File: src/rtl/serial_pe_pkg.sv
// Shared types and constants for the serial PE sequencer family.
package serial_pe_pkg;

   localparam int ITER_W       = 13;
   localparam int LANES        = 32;
   localparam int LANE_AW      = 5;
   localparam int PE_CTL_FIRST = 0;
   localparam int PE_CTL_LAST  = 1;

   typedef enum logic [2:0] {
      ST_IDLE  = 3'd0,
      ST_FETCH = 3'd1,
      ST_RUN   = 3'd2,
      ST_DRAIN = 3'd3,
      ST_DONE  = 3'd4
   } seq_state_e;

endpackage

File: src/rtl/pe_beat_gen.sv
// Beat counter for one dot-product instruction: tracks iter against len and
// flags the first and last beat of the instruction.
module pe_beat_gen
   import serial_pe_pkg::*;
(
   input  logic       clk,
   input  logic       rst,
   input  logic       load,
   input  logic [7:0] len_in,
   input  logic       adv,
   output logic [1:0] ctl,
   output logic       last_beat
);

   logic [7:0]        len_q;
   logic [ITER_W-1:0] iter_q;
   logic              last_grp;
   logic              lane_end;

   always_ff @(posedge clk) begin
      if (rst) begin
         len_q  <= '0;
         iter_q <= '0;
      end else if (load) begin
         len_q  <= len_in;
         iter_q <= '0;
      end else if (adv) begin
         iter_q <= iter_q + ITER_W'(1);
      end
   end

   // Upper iter bits count 32-lane groups, lower bits the lane within a group.
   assign last_grp  = (iter_q[ITER_W-1:LANE_AW] == (len_q - 8'd1));
   assign lane_end  = &iter_q[LANE_AW-1:0];
   assign last_beat = last_grp && lane_end;

   always_comb begin
      ctl = 2'b00;
      ctl[PE_CTL_FIRST] = (iter_q == '0);
      ctl[PE_CTL_LAST]  = last_beat;
   end

endmodule

File: src/rtl/serial_pe_seq.sv
// Instruction-driven sequencer feeding serial_pe: streams contiguous element
// addresses per instruction and collects PE results into the result buffer.
//
// state | meaning
// IDLE  | waiting for start
// FETCH | reading instruction idx; zero length flags err and skips
// RUN   | one PE beat per cycle for 32*len beats
// DRAIN | waiting for outstanding PE results
// DONE  | one-cycle completion pulse
module serial_pe_seq
   import serial_pe_pkg::*;
#(
   parameter int INST_AW = 2,
   parameter int RES_AW  = 2,
   parameter int ADDR_W  = 16
) (
   input  logic               clk,
   input  logic               rst,
   input  logic               start,
   input  logic [INST_AW:0]   inst_cnt,
   input  logic [ADDR_W-1:0]  neuron_base,
   input  logic [ADDR_W-1:0]  weight_base,
   output logic [INST_AW-1:0] inst_addr,
   input  logic [7:0]         inst_data,
   output logic [ADDR_W-1:0]  neuron_addr,
   output logic [ADDR_W-1:0]  weight_addr,
   output logic               pe_vld_i,
   output logic [1:0]         pe_ctl,
   input  logic               pe_vld_o,
   input  logic [31:0]        pe_result,
   output logic               res_wr_en,
   output logic [RES_AW-1:0]  res_wr_addr,
   output logic [31:0]        res_wr_data,
   output logic               busy,
   output logic               done,
   output logic               err
);

   seq_state_e         state_q, state_d;
   logic [INST_AW:0]   cnt_q;
   logic [INST_AW:0]   idx_q;
   logic [INST_AW:0]   issued_q;
   logic [INST_AW:0]   res_cnt_q;
   logic [RES_AW-1:0]  res_ptr_q;
   logic [ADDR_W-1:0]  n_addr_q;
   logic [ADDR_W-1:0]  w_addr_q;
   logic               err_q;

   logic               run;
   logic               fetch;
   logic               inst_ok;
   logic               accept;
   logic               more;
   logic [INST_AW:0]   idx_inc;
   logic [INST_AW:0]   res_cnt_nxt;
   logic [1:0]         beat_ctl;
   logic               beat_last;

   assign run     = (state_q == ST_RUN);
   assign fetch   = (state_q == ST_FETCH);
   assign inst_ok = (inst_data != 8'd0);
   assign accept  = (state_q == ST_IDLE) && start;
   assign idx_inc = idx_q + (INST_AW+1)'(1);
   assign more    = (idx_inc < cnt_q);

   pe_beat_gen u_beat (
      .clk       (clk),
      .rst       (rst),
      .load      (fetch && inst_ok),
      .len_in    (inst_data),
      .adv       (run),
      .ctl       (beat_ctl),
      .last_beat (beat_last)
   );

   assign busy        = (state_q != ST_IDLE);
   assign done        = (state_q == ST_DONE);
   assign err         = err_q;
   assign inst_addr   = idx_q[INST_AW-1:0];
   assign neuron_addr = n_addr_q;
   assign weight_addr = w_addr_q;
   assign pe_vld_i    = run;
   assign pe_ctl      = run ? beat_ctl : 2'b00;

   assign res_wr_en   = pe_vld_o && busy;
   assign res_wr_addr = res_ptr_q;
   assign res_wr_data = pe_result;
   // A write in the compare cycle counts, so DRAIN looks at the post-write count.
   assign res_cnt_nxt = res_cnt_q + {{INST_AW{1'b0}}, res_wr_en};

   always_comb begin
      state_d = state_q;
      case (state_q)
         ST_IDLE:  if (start) state_d = (inst_cnt == '0) ? ST_DONE : ST_FETCH;
         ST_FETCH: begin
            if (inst_ok)   state_d = ST_RUN;
            else if (more) state_d = ST_FETCH;
            else           state_d = ST_DRAIN;
         end
         ST_RUN:   if (beat_last) state_d = more ? ST_FETCH : ST_DRAIN;
         ST_DRAIN: if (res_cnt_nxt == issued_q) state_d = ST_DONE;
         ST_DONE:  state_d = ST_IDLE;
         default:  state_d = ST_IDLE;
      endcase
   end

   always_ff @(posedge clk) begin
      if (rst) begin
         state_q   <= ST_IDLE;
         cnt_q     <= '0;
         idx_q     <= '0;
         issued_q  <= '0;
         res_cnt_q <= '0;
         res_ptr_q <= '0;
         n_addr_q  <= '0;
         w_addr_q  <= '0;
         err_q     <= 1'b0;
      end else begin
         state_q <= state_d;
         if (accept) begin
            cnt_q     <= inst_cnt;
            n_addr_q  <= neuron_base;
            w_addr_q  <= weight_base;
            idx_q     <= '0;
            issued_q  <= '0;
            res_cnt_q <= '0;
            res_ptr_q <= '0;
            err_q     <= 1'b0;
         end else begin
            if (fetch && !inst_ok) begin
               err_q <= 1'b1;
               idx_q <= idx_inc;
            end
            if (run) begin
               n_addr_q <= n_addr_q + ADDR_W'(1);
               w_addr_q <= w_addr_q + ADDR_W'(1);
               if (beat_last) begin
                  issued_q <= issued_q + (INST_AW+1)'(1);
                  idx_q    <= idx_inc;
               end
            end
            if (res_wr_en) begin
               res_cnt_q <= res_cnt_nxt;
               res_ptr_q <= res_ptr_q + RES_AW'(1);
            end
         end
      end
   end

endmodule

File: config.mk
export PLATFORM = sky130hd
export DESIGN_NAME = serial_pe_seq
export DESIGN_NICKNAME = d
export VERILOG_FILES = /design/src/rtl/serial_pe_pkg.sv /design/src/rtl/pe_beat_gen.sv /design/src/rtl/serial_pe_seq.sv
export SDC_FILE = /design/constraint.sdc
export NUM_CORES = 1
export LEC_CHECK = 0
export CAP_MARGIN = 20
export CORE_UTILIZATION = 45
export CTS_CLUSTER_DIAMETER = 150
export DETAILED_ROUTE_END_ITERATION = 10
export DONT_BUFFER_PORTS = 1
export GPL_TIMING_DRIVEN = 0
export SLEW_MARGIN = 25
export SYNTH_ARGS = -nofsm -noshare
export SYNTH_HDL_FRONTEND = slang
export SYNTH_SLANG_ARGS = --single-unit
File: constraint.sdc
create_clock -name clk -period 2.8 [get_ports clk]
set_input_delay 0.56 -clock clk [delete_from_list [all_inputs] [get_ports clk]]
set_output_delay 0.56 -clock clk [all_outputs]
set_load 0.03 [all_outputs]
==> out/qor.tcl <==
set qor(status) {complete, no violations}
set qor(avgRoutedWirePerCell_um) 16.39
set qor(critical_path.reg2reg.startpoint) {state_q[1]}
set qor(register_bit_total_from_synthesis) 71
set qor(cell_total_after_placement) 615
set qor(post_route_cells_drive_above_1_share_pct) 16.19
set qor(post_dp_cell_area_sq_um) 4220
set qor(path_buf_inv) 1
set qor(place.port_buffers) 0
set qor(vertical_die_dimension_um) 97.19
set qor(worst_slew_pin_slew_ps) 845.8
set qor(std_cell_rows) 34
set qor(leakagePower_nw) 1.765
set qor(layout_commonest_cell) {sky130_fd_sc_hd__nor2_1}
set qor(cts-htree-levels) 3
set qor(criticalPathCategory) {reg2out}
set qor(finalCritPeriodShare_pct) 99.42
set qor(worst_slew_margin_rel_pct) 43.47
set qor(drt_pass1_iterations) 4
set qor(most-common-layout-cells) {68 x sky130_fd_sc_hd__nor2_1, 66 x sky130_fd_sc_hd__dfxtp_1, 54 x sky130_fd_sc_hd__nand2_1}
set qor(synth_area_sq_um) 4078
set qor(globalplace.congestion) 0.8361
set qor(routed_via_density) 5.714
set qor(design.die.area_sq_um) 9446
set qor(drc) 0
set qor(nNetsFinal) 611
set qor(cp_max_fo) 3
set qor(pin_count_of_the_biggest_net_entering_global_routing) 13
set qor(design_power_total_mw) 4.131
set qor(yosysSeqAreaShare_pct) 34.86
set qor(cts-buffers-inserted) 9
set qor(path_clk_slew_ps) 90
set qor(worstPathArrival_ps) 2220
set qor(period_minus_slack_ps) 2784
set qor(coreArea_sq_um) 8763
set qor(synth_enable_flop_cells) 0
set qor(detailed_place_hpwl_mm) 7.521
set qor(path_cells) {inv_2, ha_4, and2_4, o21a_1, o31a_1, or4b_4, nor2_4}
set qor(fmax_mhz) 359.2
set qor(number_of_antenna_violations_at_the_first_check_in_global_routing) 0
set qor(overflow) 0
set qor(routed_wl_mm) 10.38
set qor(grt_usage_pct) 21.91
set qor(floorplan.die.width_um) 97.19
set qor(worst_setup_path_end_kind) {primary output}
set qor(ir_worst_vdd_uv) 511.0
set qor(final.setup.worst_slack_ps) 16.29
set qor(post_synth_num_cell_types) 51
set qor(finalHoldViolations) 0
set qor(top_level_ports) 154
set qor(routed-via-count) 3617
set qor(synth.yosys.warnings) 0
set qor(min_path_type) {in2reg}
set qor(syn-num-nets) 598
set qor(power_density_cells_nw_per_um2) 908.5
set qor(start_util_pct) 46.53
set qor(worst_slack_placed_ps) -355.0
set qor(average_cell_area_after_synthesis_sq_um) 8.043
set qor(timing.critical_path.from_type) {flip-flop}
set qor(timing.critical_path.from) {u_beat.len_q[1]}
set qor(fin_cells) 633
set qor(slew_violations) 0
set qor(cpLargestDelayFamily) {simple AND/OR/NAND/NOR gates}
set qor(postLayoutCellArea_sq_um) 4547
set qor(critical_path_required_ps) 2240
set qor(post_synth_inst_count) 507
set qor(async_reset_ff_share_pct) 0
set qor(cts.root.buffer_cell) {sky130_fd_sc_hd__clkbuf_8}
set qor(clock_tree.buffer_depth) 2
set qor(critical_path.slowest_cell) {sky130_fd_sc_hd__or4b_4}
set qor(detailedRoute.firstIterationViolations) 136
set qor(setup_viol_count_final) 0
set qor(grt_setup_unrepaired) {true}
set qor(first_pass_grt_wire_length_mm) 16.77
set qor(postSynth.topFlopCell) {sky130_fd_sc_hd__dfxtp_1}
set qor(cts_tree) {yes}
set qor(antenna_left) 0
set qor(flow.area_growth_from_synthesis_pct) 11.51
set qor(timing.hold.worst.start) {inst_cnt[1]}
set qor(cts_num_sinks) 71
set qor(antenna_cells_inserted) 0
set qor(fin_skew_ps) 15.72
set qor(max-cap-violations) 0
set qor(critPathMaxStageDelay_ps) 510
set qor(worst_skew_pair.late_latency_ps) 350
set qor(grt_pass1_vias) 3390
## metal layers
layer / vias to the layer above / wire length [um] / share of wire, % / GRT usage [%]
met1: 1709 / 4546 / 44 / 28.08
li1: 1757 / - / - / -
met4: 0 / 79 / 0.76 / 5.166
met3: 8 / 969 / 9.3 / 8.129
met5: - / 0 / 0 / 0
met2: 143 / 4782 / 46 / 34.89
## flip-flops by register name, indices dropped and copies added (netlist names)
name,cells
cnt_q,3
err,1
idx_q,3
issued_q,3
neuron_addr,16
res_cnt_q,3
res_wr_addr,2
state_q,3
u_beat.iter_q,13
u_beat.len_q,8
weight_addr,16
## synthesized netlist by cell type, types with 4 or more instances
master                      n  area, sq um
sky130_fd_sc_hd__a211oi_1  21        157.7
sky130_fd_sc_hd__a21oi_1   24        120.1
sky130_fd_sc_hd__a22oi_1    4        30.03
sky130_fd_sc_hd__a311oi_1   6        52.55
sky130_fd_sc_hd__and2_1     6        37.54
sky130_fd_sc_hd__and3_1    12        75.07
sky130_fd_sc_hd__and4_1     5        43.79
sky130_fd_sc_hd__buf_2      4        20.02
sky130_fd_sc_hd__buf_4     35        262.8
sky130_fd_sc_hd__clkbuf_1  20        75.07
sky130_fd_sc_hd__dfxtp_1   71         1421
sky130_fd_sc_hd__ha_1      12        150.1
sky130_fd_sc_hd__inv_1     10        37.54
sky130_fd_sc_hd__nand2_1   54        202.7
sky130_fd_sc_hd__nand3_1   19        95.09
sky130_fd_sc_hd__nand4_1   11        68.82
sky130_fd_sc_hd__nor2_1    69        259.0
sky130_fd_sc_hd__nor3_1    13        65.06
sky130_fd_sc_hd__nor4_1     4        25.02
sky130_fd_sc_hd__o21ai_0   11        55.05
sky130_fd_sc_hd__or3_1      4        25.02
sky130_fd_sc_hd__or4_1      4        30.03
sky130_fd_sc_hd__xnor2_1   15        131.4
sky130_fd_sc_hd__xor2_1    32        280.3
## final timing paths
path                end  slack [ps]  depth (start not counted)
min            cnt_q[1]         330                          2
max reg2reg  state_q[1]         160                         12
max           pe_ctl[1]          20                          7
min reg2reg    cnt_q[2]         460                          2
## what timing repair did
item	CTS	global route
endpoints found under the setup margin	6	15
gates cloned	0	0
setup buffers	4	2
hold endpoints to repair	0	0
resized for setup	23	6
hold buffers	0	0
pin swaps	5	4
## final cells by class
class	instances	area [sq um]
clock inverters	6	107.6
repair buffers	6	45.04
fillers	866	4217
clock buffers	10	137.6
inverters	10	37.54
well taps	108	135.1
flip-flops and latches	71	1433
plain buffers	57	366.6
multi-input cells	365	2285
## per-stage QoR
step | hold WS [ps] | util (%) | setup TNS [ps]
4_1_cts | 332.6 | 51.74 | -100.2
6_report | 335.0 | 51.88 | 0
2_1_floorplan | 436.3 | - | 0
3_3_place_gp | 448.2 | 48.16 | -1114
3_5_place_dp | 447.9 | 48.16 | -1306
5_1_grt | 328.1 | 51.88 | -119.2
## cell families after synthesis
| kind of cell | Yosys count | synth area share, % |
|---|---|---|
| simple gates | 219 | 27.00 |
| compound gates | 84 | 13.56 |
| buf+inv | 71 | 10.06 |
| flops | 71 | 34.86 |
| xor+xnor | 47 | 10.10 |
| fa+ha+maj | 12 | 3.682 |
| mux | 3 | 0.7365 |
## power by group
group          total, mW  internal [mW]  switching, mW  leakage, nW
sequential          1.73           1.21          0.521        0.584
combinational       1.39          0.536          0.854         1.06
clock               1.01          0.613          0.401        0.122
total               4.13           2.35           1.78         1.77
Power figures use the tool's default switching activity.
